[src/rtl/ex_mem_stage.sv]
// EX/MEM pipeline boundary with a 2-entry skid buffer, resolving BEQ and its target at capture.
// Optional performance counters (stall_cnt, br_cnt) are enabled by defining EX_MEM_PERF_CNT_EN.
module ex_mem_stage #(
  parameter int unsigned DW = 32,
  parameter int unsigned RW = 5
) (
  input  logic          clk,
  input  logic          rst,
  input  logic          flush,
  input  logic          in_valid,
  output logic          in_ready,
  input  logic [DW-1:0] res,
  input  logic          zf,
  input  logic [DW-1:0] wdata,
  input  logic [RW-1:0] rd,
  input  logic [4:0]    ctrl,
  input  logic [DW-1:0] pc4,
  input  logic [DW-1:0] imm,
  output logic          out_valid,
  input  logic          out_ready,
  output logic [DW-1:0] out_res,
  output logic [DW-1:0] out_wdata,
  output logic [RW-1:0] out_rd,
  output logic [3:0]    out_ctrl,
  output logic [DW-1:0] out_target,
  output logic          pc_src
`ifdef EX_MEM_PERF_CNT_EN
  ,
  output logic [31:0]   stall_cnt,
  output logic [31:0]   br_cnt
`endif
);

  typedef struct packed {
    logic [DW-1:0] res;
    logic          zf;
    logic [DW-1:0] wdata;
    logic [RW-1:0] rd;
    logic [4:0]    ctrl;
    logic [DW-1:0] target;
  } entry_t;

  entry_t m_q, m_d, s_q, s_d, in_entry;
  logic   m_valid_q, m_valid_d;
  logic   s_valid_q, s_valid_d;
  logic   in_ready_q, in_ready_d;
  logic   in_xfer, out_xfer;

  assign in_xfer  = in_valid & in_ready_q;
  assign out_xfer = m_valid_q & out_ready;

  always_comb begin
    in_entry.res    = res;
    in_entry.zf     = zf;
    in_entry.wdata  = wdata;
    in_entry.rd     = rd;
    in_entry.ctrl   = ctrl;
    in_entry.target = pc4 + {imm[DW-3:0], 2'b00};
  end

  always_comb begin
    m_d       = m_q;
    s_d       = s_q;
    m_valid_d = m_valid_q;
    s_valid_d = s_valid_q;
    if (flush) begin
      m_valid_d = 1'b0;
      s_valid_d = 1'b0;
    end else if (s_valid_q) begin
      // S full implies M full and in_ready low, so only the S->M move can happen
      if (out_xfer) begin
        m_d       = s_q;
        s_valid_d = 1'b0;
      end
    end else if (!m_valid_q || out_xfer) begin
      m_valid_d = in_xfer;
      if (in_xfer) m_d = in_entry;
    end else if (in_xfer) begin
      s_d       = in_entry;
      s_valid_d = 1'b1;
    end
    in_ready_d = ~s_valid_d;
  end

  always_ff @(posedge clk or posedge rst) begin
    if (rst) begin
      m_q        <= '0;
      s_q        <= '0;
      m_valid_q  <= 1'b0;
      s_valid_q  <= 1'b0;
      in_ready_q <= 1'b1;
    end else begin
      m_q        <= m_d;
      s_q        <= s_d;
      m_valid_q  <= m_valid_d;
      s_valid_q  <= s_valid_d;
      in_ready_q <= in_ready_d;
    end
  end

  assign in_ready   = in_ready_q;
  assign out_valid  = m_valid_q;
  assign out_res    = m_q.res;
  assign out_wdata  = m_q.wdata;
  assign out_rd     = m_q.rd;
  assign out_ctrl   = m_q.ctrl[4:1];
  assign out_target = m_q.target;
  assign pc_src     = m_valid_q & m_q.ctrl[0] & m_q.zf;

`ifdef EX_MEM_PERF_CNT_EN
  logic [31:0] stall_cnt_q, stall_cnt_d;
  logic [31:0] br_cnt_q, br_cnt_d;

  always_comb begin
    stall_cnt_d = stall_cnt_q;
    br_cnt_d    = br_cnt_q;
    if (m_valid_q && !out_ready) stall_cnt_d = stall_cnt_q + 32'd1;
    if (out_xfer && pc_src)      br_cnt_d    = br_cnt_q + 32'd1;
  end

  always_ff @(posedge clk or posedge rst) begin
    if (rst) begin
      stall_cnt_q <= '0;
      br_cnt_q    <= '0;
    end else begin
      stall_cnt_q <= stall_cnt_d;
      br_cnt_q    <= br_cnt_d;
    end
  end

  assign stall_cnt = stall_cnt_q;
  assign br_cnt    = br_cnt_q;
`endif

endmodule

[config.mk]
export PLATFORM = sky130hd
export DESIGN_NAME = ex_mem_stage
export DESIGN_NICKNAME = d
export VERILOG_FILES = /design/src/rtl/ex_mem_stage.sv
export SDC_FILE = /design/constraint.sdc
export NUM_CORES = 1
export LEC_CHECK = 0
export CAP_MARGIN = 20
export CORE_MARGIN = 2
export CORE_UTILIZATION = 41
export CTS_CLUSTER_SIZE = 12
export DETAILED_ROUTE_END_ITERATION = 8
export GPL_TIMING_DRIVEN = 0
export PLACE_DENSITY = 0.69
export REMOVE_ABC_BUFFERS = 1
export SLEW_MARGIN = 0
export SYNTH_ARGS = -nofsm -noshare
export SYNTH_HDL_FRONTEND = slang
export SYNTH_SLANG_ARGS = --single-unit
[constraint.sdc]
create_clock -name clk -period 6.49 [get_ports clk]
set_input_delay 0.649 -clock clk [delete_from_list [all_inputs] [get_ports clk]]
set_output_delay 0.649 -clock clk [all_outputs]
set_load 0.02 [all_outputs]
# Word-level counts from Yosys, hierarchy flattened
# Cells that the tools add are included.
# totals
register_bits	217
input_bits	144
out_inout_bits	108
word_cells	46
# classes
n_addsub	1
eq_ne	2
n_mux	12
bitwise	8
n_reduce_logical	8
# ops
operator	count
$mux 107	4
$add 32x32->32	1
$mux 1	8
$reduce_and 4->1	2
$reduce_bool 2->1	3
$and 1x1->1	4
$not 1->1	4
$ne 2x1->1 const B	1
$ne 2x2->1 const B	1
$reduce_and 2->1	1
$logic_not 1->1	1
$logic_or 1x1->1	1

# Logic depth before layout (Yosys ltp)
# logic_depth
word_depth	6
mapped_depth	10
ltp_nobuf	10

# Worst setup path before layout
# Ideal clock, no wire load.
# synth_timing
kind	input port to flip-flop
from	input pc4[2]
to	register m_q (netlist bit out_target[28])
setup_ns	0.069
t_arrival_ns	2.774
required_ns	6.421
path_slack_ns	3.646
path_stages	10
cell_sequence	ha_1 -> inv_1 -> fa_1 -> and2b_1 -> o2111ai_2 -> a41o_1 -> a211oi_4 -> o211ai_2 -> a2111o_1 -> nand3_1
# synth_between
elab_chain_len	4
# synth_rtl
element	line_no	rtl
start, declared	17	input logic [DW-1:0] pc4,
$add 32x32->32	58	in_entry.target = pc4 + {imm[DW-3:0], 2'b00};
$mux 107	77	if (in_xfer) m_d = in_entry;
$mux 107	75	end else if (!m_valid_q || out_xfer) begin
$mux 107	69	end else if (s_valid_q) begin
end signal, assigned	93	m_q <= m_d;
end, declared	43	entry_t m_q, m_d, s_q, s_d, in_entry;
# No other way between the ends. The select of a mux whose other input is x is not followed.
# A chain may end at the register's enable or synchronous reset.

# Final worst setup path
# layout_timing
from	register s_valid_q
to	register s_q[46] (netlist name)
# layout_between
elab_chain_len	2
# layout_rtl
element	line_no	rtl
start, declared	45	logic s_valid_q, s_valid_d;
start signal, assigned	96	s_valid_q <= s_valid_d;
$not 1->1 (no line)	n/a	
$reduce_and 4->1 (no line)	n/a	
end signal, assigned	88	s_q <= '0;
end signal, assigned	94	s_q <= s_d;
end, declared	43	
# No other way between the ends.

==> results.sh <==
export IMPL_synthFlopType="sky130_fd_sc_hd__dfrtp_1"
export IMPL_dr_total_vias=9224
export IMPL_final_max_slew_violation_count=0
export IMPL_share_of_layout_cells_above_drive_strength_1=0.0548
export IMPL_yosys_top_cells_area="sky130_fd_sc_hd__dfrtp_1, sky130_fd_sc_hd__nand2_1, sky130_fd_sc_hd__mux2i_1"
export IMPL_ant_nets=0
export IMPL_place_gp_congestion=0.843
export IMPL_layout_min_cycle_time_ns=3.76
export IMPL_wl_per_cell_microns=15.9
export IMPL_cts_max_path_buffers=3
export IMPL_cts_resized_gates=0
export IMPL_h_tree_levels=1
export IMPL_synthAdderAreaFrac=0.0332
export IMPL_ir_drop_uv=157
export IMPL_setup_repair_after_global_routing_missed_its_margin="false"
export IMPL_critical_path_peak_fanout=58
export IMPL_post_synth_num_cell_types=59
export IMPL_worstSetupStartpointType="flop"
export IMPL_setup_viol_count_final=0
export IMPL_clock_tree_root_cell="sky130_fd_sc_hd__clkbuf_16"
export IMPL_worst_ep_required_time_ns=6.95
export IMPL_synthToLayoutAreaGrowth_pct=26.9
export IMPL_timing_fmax_ghz=0.266
export IMPL_sinks_on_the_clock_net=217
export IMPL_skew_ns=0.00830
export IMPL_count_of_buffers_from_port_buffering=249
export IMPL_die_width_microns=172
export IMPL_grt_pass1_vias=9121
export IMPL_post_place_cells=1754
export IMPL_groute_usage_overall=0.193
export IMPL_max_cap_check_violation_count=0
export IMPL_synth_simple_gate_area_frac=0.173
export IMPL_core_area_sq_um=27800
export IMPL_drtPass1Iterations=7
export IMPL_netlist_instances=1289
export IMPL_synth_compound_gate_area_share=0.138
export IMPL_path_class="reg -> reg"
export IMPL_post_cts_repair_setup_buffers=0
export IMPL_dp_final_hpwl_microns=19400
export IMPL_drt_drc_violations_left=0
export IMPL_layoutNonFillerInstCount=1802
export IMPL_yosys_area_top_type="sky130_fd_sc_hd__dfrtp_1"
export IMPL_register_to_register_setup_slack_ns=2.73
export IMPL_synth_area_mux_share=0.0751
export IMPL_yosysTopAreaCellShare=0.469
export IMPL_design_portCount=252
export IMPL_synth_xor_xnor_area_share=0.0129
export IMPL_syn_cell_area_sq_um=11500
export IMPL_std_cell_rows=61
export IMPL_grt_pass1_wl_microns=46200
export IMPL_ys_warn_count=0
export IMPL_ys_seq_elements=217
export IMPL_finish_utilization=0.527
export IMPL_holdCritPathClass="reg -> reg"
export IMPL_gr_total_overflow=0
export IMPL_tritoncts_num_buffers=26
export IMPL_post_synth_cell_area_avg_sq_um=8.95
export IMPL_finish_net_count=1578
export IMPL_clkSlewWorstSetupHoldPaths_ns=0.06
export IMPL_detailedPlace_worstSlack_ns=2.76
export IMPL_die_area_sq_um=29500
export IMPL_tritoncts="done"
export IMPL_timing_hold_violations_final=0
export IMPL_yosysSeqAreaShare=0.471
export IMPL_worst_slack_ns=2.73
export IMPL_postCtsHoldBufs=0
export IMPL_timing_final_crit_share=0.580
export IMPL_antenna_cells=0
export IMPL_worst_slew_pin_slew_ns=1.03
export IMPL_grt_max_degree=112
export IMPL_die_height_microns=172
export IMPL_max_slew_margin_rel=0.309
export IMPL_clock_insertion_delay_worst_skew_ns=0.52
export IMPL_design_power_total_mw=4.76
export IMPL_post_drt_via_cell_ratio=5.12
export IMPL_synth_edf_count=0
export IMPL_worst_setup_path_end_kind="flop"
export IMPL_critical_path_arrival_ns=4.22
export IMPL_total_detailed_routing_wirelength_microns=28600
export IMPL_synth_top_family_by_area="simple AND/OR/NAND/NOR gates"
export IMPL_power_density_cell_area_nw_per_um2=325
export IMPL_detail_route_iter0_violations=647
export IMPL_antenna_found_initial=0
export IMPL_power_static_leakage_nw=6.66
export IMPL_synthArstFlopShare=1.00
export IMPL_outcome="finished, final reports clean"
export IMPL_floorplan_initialDensity=0.415
-- synth_stat cells, types with 2 or more instances --
cell / number
sky130_fd_sc_hd__xnor2_1: 8
sky130_fd_sc_hd__xor2_1: 9
sky130_fd_sc_hd__a2111o_1: 3
sky130_fd_sc_hd__o31a_1: 2
sky130_fd_sc_hd__ha_1: 29
sky130_fd_sc_hd__dfrtp_1: 216
sky130_fd_sc_hd__mux2i_1: 82
sky130_fd_sc_hd__a21o_1: 16
sky130_fd_sc_hd__inv_1: 14
sky130_fd_sc_hd__o21bai_1: 5
sky130_fd_sc_hd__o21a_1: 11
sky130_fd_sc_hd__clkbuf_1: 61
sky130_fd_sc_hd__o31ai_1: 8
sky130_fd_sc_hd__o21ai_0: 121
sky130_fd_sc_hd__buf_1: 4
sky130_fd_sc_hd__nand4_1: 7
sky130_fd_sc_hd__buf_4: 105
sky130_fd_sc_hd__buf_2: 6
sky130_fd_sc_hd__mux2_2: 4
sky130_fd_sc_hd__a211oi_1: 4
sky130_fd_sc_hd__nor2_1: 32
sky130_fd_sc_hd__nand3_1: 26
sky130_fd_sc_hd__a31oi_1: 15
sky130_fd_sc_hd__a21oi_1: 41
sky130_fd_sc_hd__a221o_1: 2
sky130_fd_sc_hd__or2_2: 2
sky130_fd_sc_hd__o211ai_1: 7
sky130_fd_sc_hd__nor3_1: 7
sky130_fd_sc_hd__o21ai_1: 2
sky130_fd_sc_hd__and3_1: 22
sky130_fd_sc_hd__or3_1: 5
sky130_fd_sc_hd__a21boi_0: 4
sky130_fd_sc_hd__nand2_1: 379
sky130_fd_sc_hd__a211o_1: 5
-- critical path, cell delays in order, from the launching register on --
cell and delay (ns):
sky130_fd_sc_hd__dfrtp_4 0.66, sky130_fd_sc_hd__buf_16 0.28, sky130_fd_sc_hd__inv_2 0.35, sky130_fd_sc_hd__nand3_1 0.34, sky130_fd_sc_hd__nor3_2 0.91, sky130_fd_sc_hd__buf_6 0.28, sky130_fd_sc_hd__buf_8 0.17, sky130_fd_sc_hd__buf_4 0.23
sky130_fd_sc_hd__buf_6 0.18, sky130_fd_sc_hd__buf_6 0.16, sky130_fd_sc_hd__nand2_1 0.07, sky130_fd_sc_hd__nand2_1 0.06
-- through the flow --
stage	area (sq um)	setup TNS (ns)	hold slack, ns
2_1_floorplan	10500	-225.16	0.441
3_3_place_gp	13400	-2028.22	0.455
3_5_place_dp	13700	0	0.462
4_1_cts	14600	0	0.477
5_1_grt	14600	0	0.492
6_report	14600	0	0.471
-- sequential cells by signal (all words and copies together), names as in the netlist --
signal / count
s_valid_q: 1
m_q: 2
out_valid: 1
out_rd: 5
in_ready: 1
s_q: 107
out_ctrl: 4
out_res: 32
out_target: 32
out_wdata: 32
-- routing by layer --
metal	global-route usage	vias up	part of all wire
li1	-	4504	-
met1	0.255	4361	0.44
met2	0.321	297	0.47
met3	0.0334	62	0.064
met4	0.0628	0	0.029
met5	0	-	0
-- worst paths after layout --
| path | start | endpoint | cells after the start |
|---|---|---|---|
| max in group asynchronous | rst | out_wdata[18] | 3 |
| min in group asynchronous | rst | s_q[62] | 2 |
| setup reg to reg | s_valid_q | s_q[46] | 11 |
| hold reg to reg | s_q[64] | s_q[64] | 2 |
| setup / recovery | s_valid_q | s_q[46] | 11 |
| hold / removal | s_q[64] | s_q[64] | 2 |
-- area by class of cell --
cell class                      count  area (sq um)
Clock inverter                      9           108
Multi-Input combinational cell    880          5010
Timing Repair Buffer              264          2770
Tap cell                          378           473
Sequential cell                   217          5440
Inverter                           15          63.8
Fill cell                        2561         13100
Clock buffer                       39           791
-- cell families after synthesis --
logic type	Yosys count
compound gates	259
xor+xnor	17
fa+ha+maj	30
buf+inv	192
flops	217
mux	86
simple gates	488
-- layout by cell type (no fill, tap or decap), types with 3 or more instances in the layout --
cell / Yosys / layout
sky130_fd_sc_hd__and3_1: 22 / 22
sky130_fd_sc_hd__clkinv_2: 0 / 4
sky130_fd_sc_hd__clkdlybuf4s50_1: 0 / 249
sky130_fd_sc_hd__nand2_1: 379 / 379
sky130_fd_sc_hd__clkbuf_8: 0 / 7
sky130_fd_sc_hd__a21oi_1: 41 / 41
sky130_fd_sc_hd__ha_1: 29 / 29
sky130_fd_sc_hd__a21o_1: 16 / 16
sky130_fd_sc_hd__a211oi_1: 4 / 4
sky130_fd_sc_hd__a31oi_1: 15 / 15
sky130_fd_sc_hd__nor2_1: 32 / 32
sky130_fd_sc_hd__buf_16: 0 / 6
sky130_fd_sc_hd__xnor2_1: 8 / 8
sky130_fd_sc_hd__buf_6: 0 / 5
sky130_fd_sc_hd__clkbuf_1: 61 / 5
sky130_fd_sc_hd__inv_1: 14 / 13
sky130_fd_sc_hd__o31ai_1: 8 / 8
sky130_fd_sc_hd__o211ai_1: 7 / 7
sky130_fd_sc_hd__o21a_1: 11 / 11
sky130_fd_sc_hd__a211o_1: 5 / 4
sky130_fd_sc_hd__nor3_1: 7 / 6
sky130_fd_sc_hd__mux2i_1: 82 / 82
sky130_fd_sc_hd__xor2_1: 9 / 9
sky130_fd_sc_hd__o21ai_0: 121 / 121
sky130_fd_sc_hd__buf_8: 0 / 3
sky130_fd_sc_hd__or3_1: 5 / 4
sky130_fd_sc_hd__nand3_1: 26 / 26
sky130_fd_sc_hd__a2111o_1: 3 / 3
sky130_fd_sc_hd__dfrtp_1: 216 / 215
sky130_fd_sc_hd__o21bai_1: 5 / 5
sky130_fd_sc_hd__a21boi_0: 4 / 4
sky130_fd_sc_hd__mux2_2: 4 / 4
sky130_fd_sc_hd__clkbuf_16: 0 / 27
sky130_fd_sc_hd__nand4_1: 7 / 7
-- where the power goes --
part | switching [mW] | internal, mW | total (mW)
combinational | 0.713 | 0.625 | 1.34
clock | 0.579 | 0.922 | 1.50
sequential | 0.196 | 1.73 | 1.92
total | 1.49 | 3.27 | 4.76
Power figures use the tool's default switching activity.
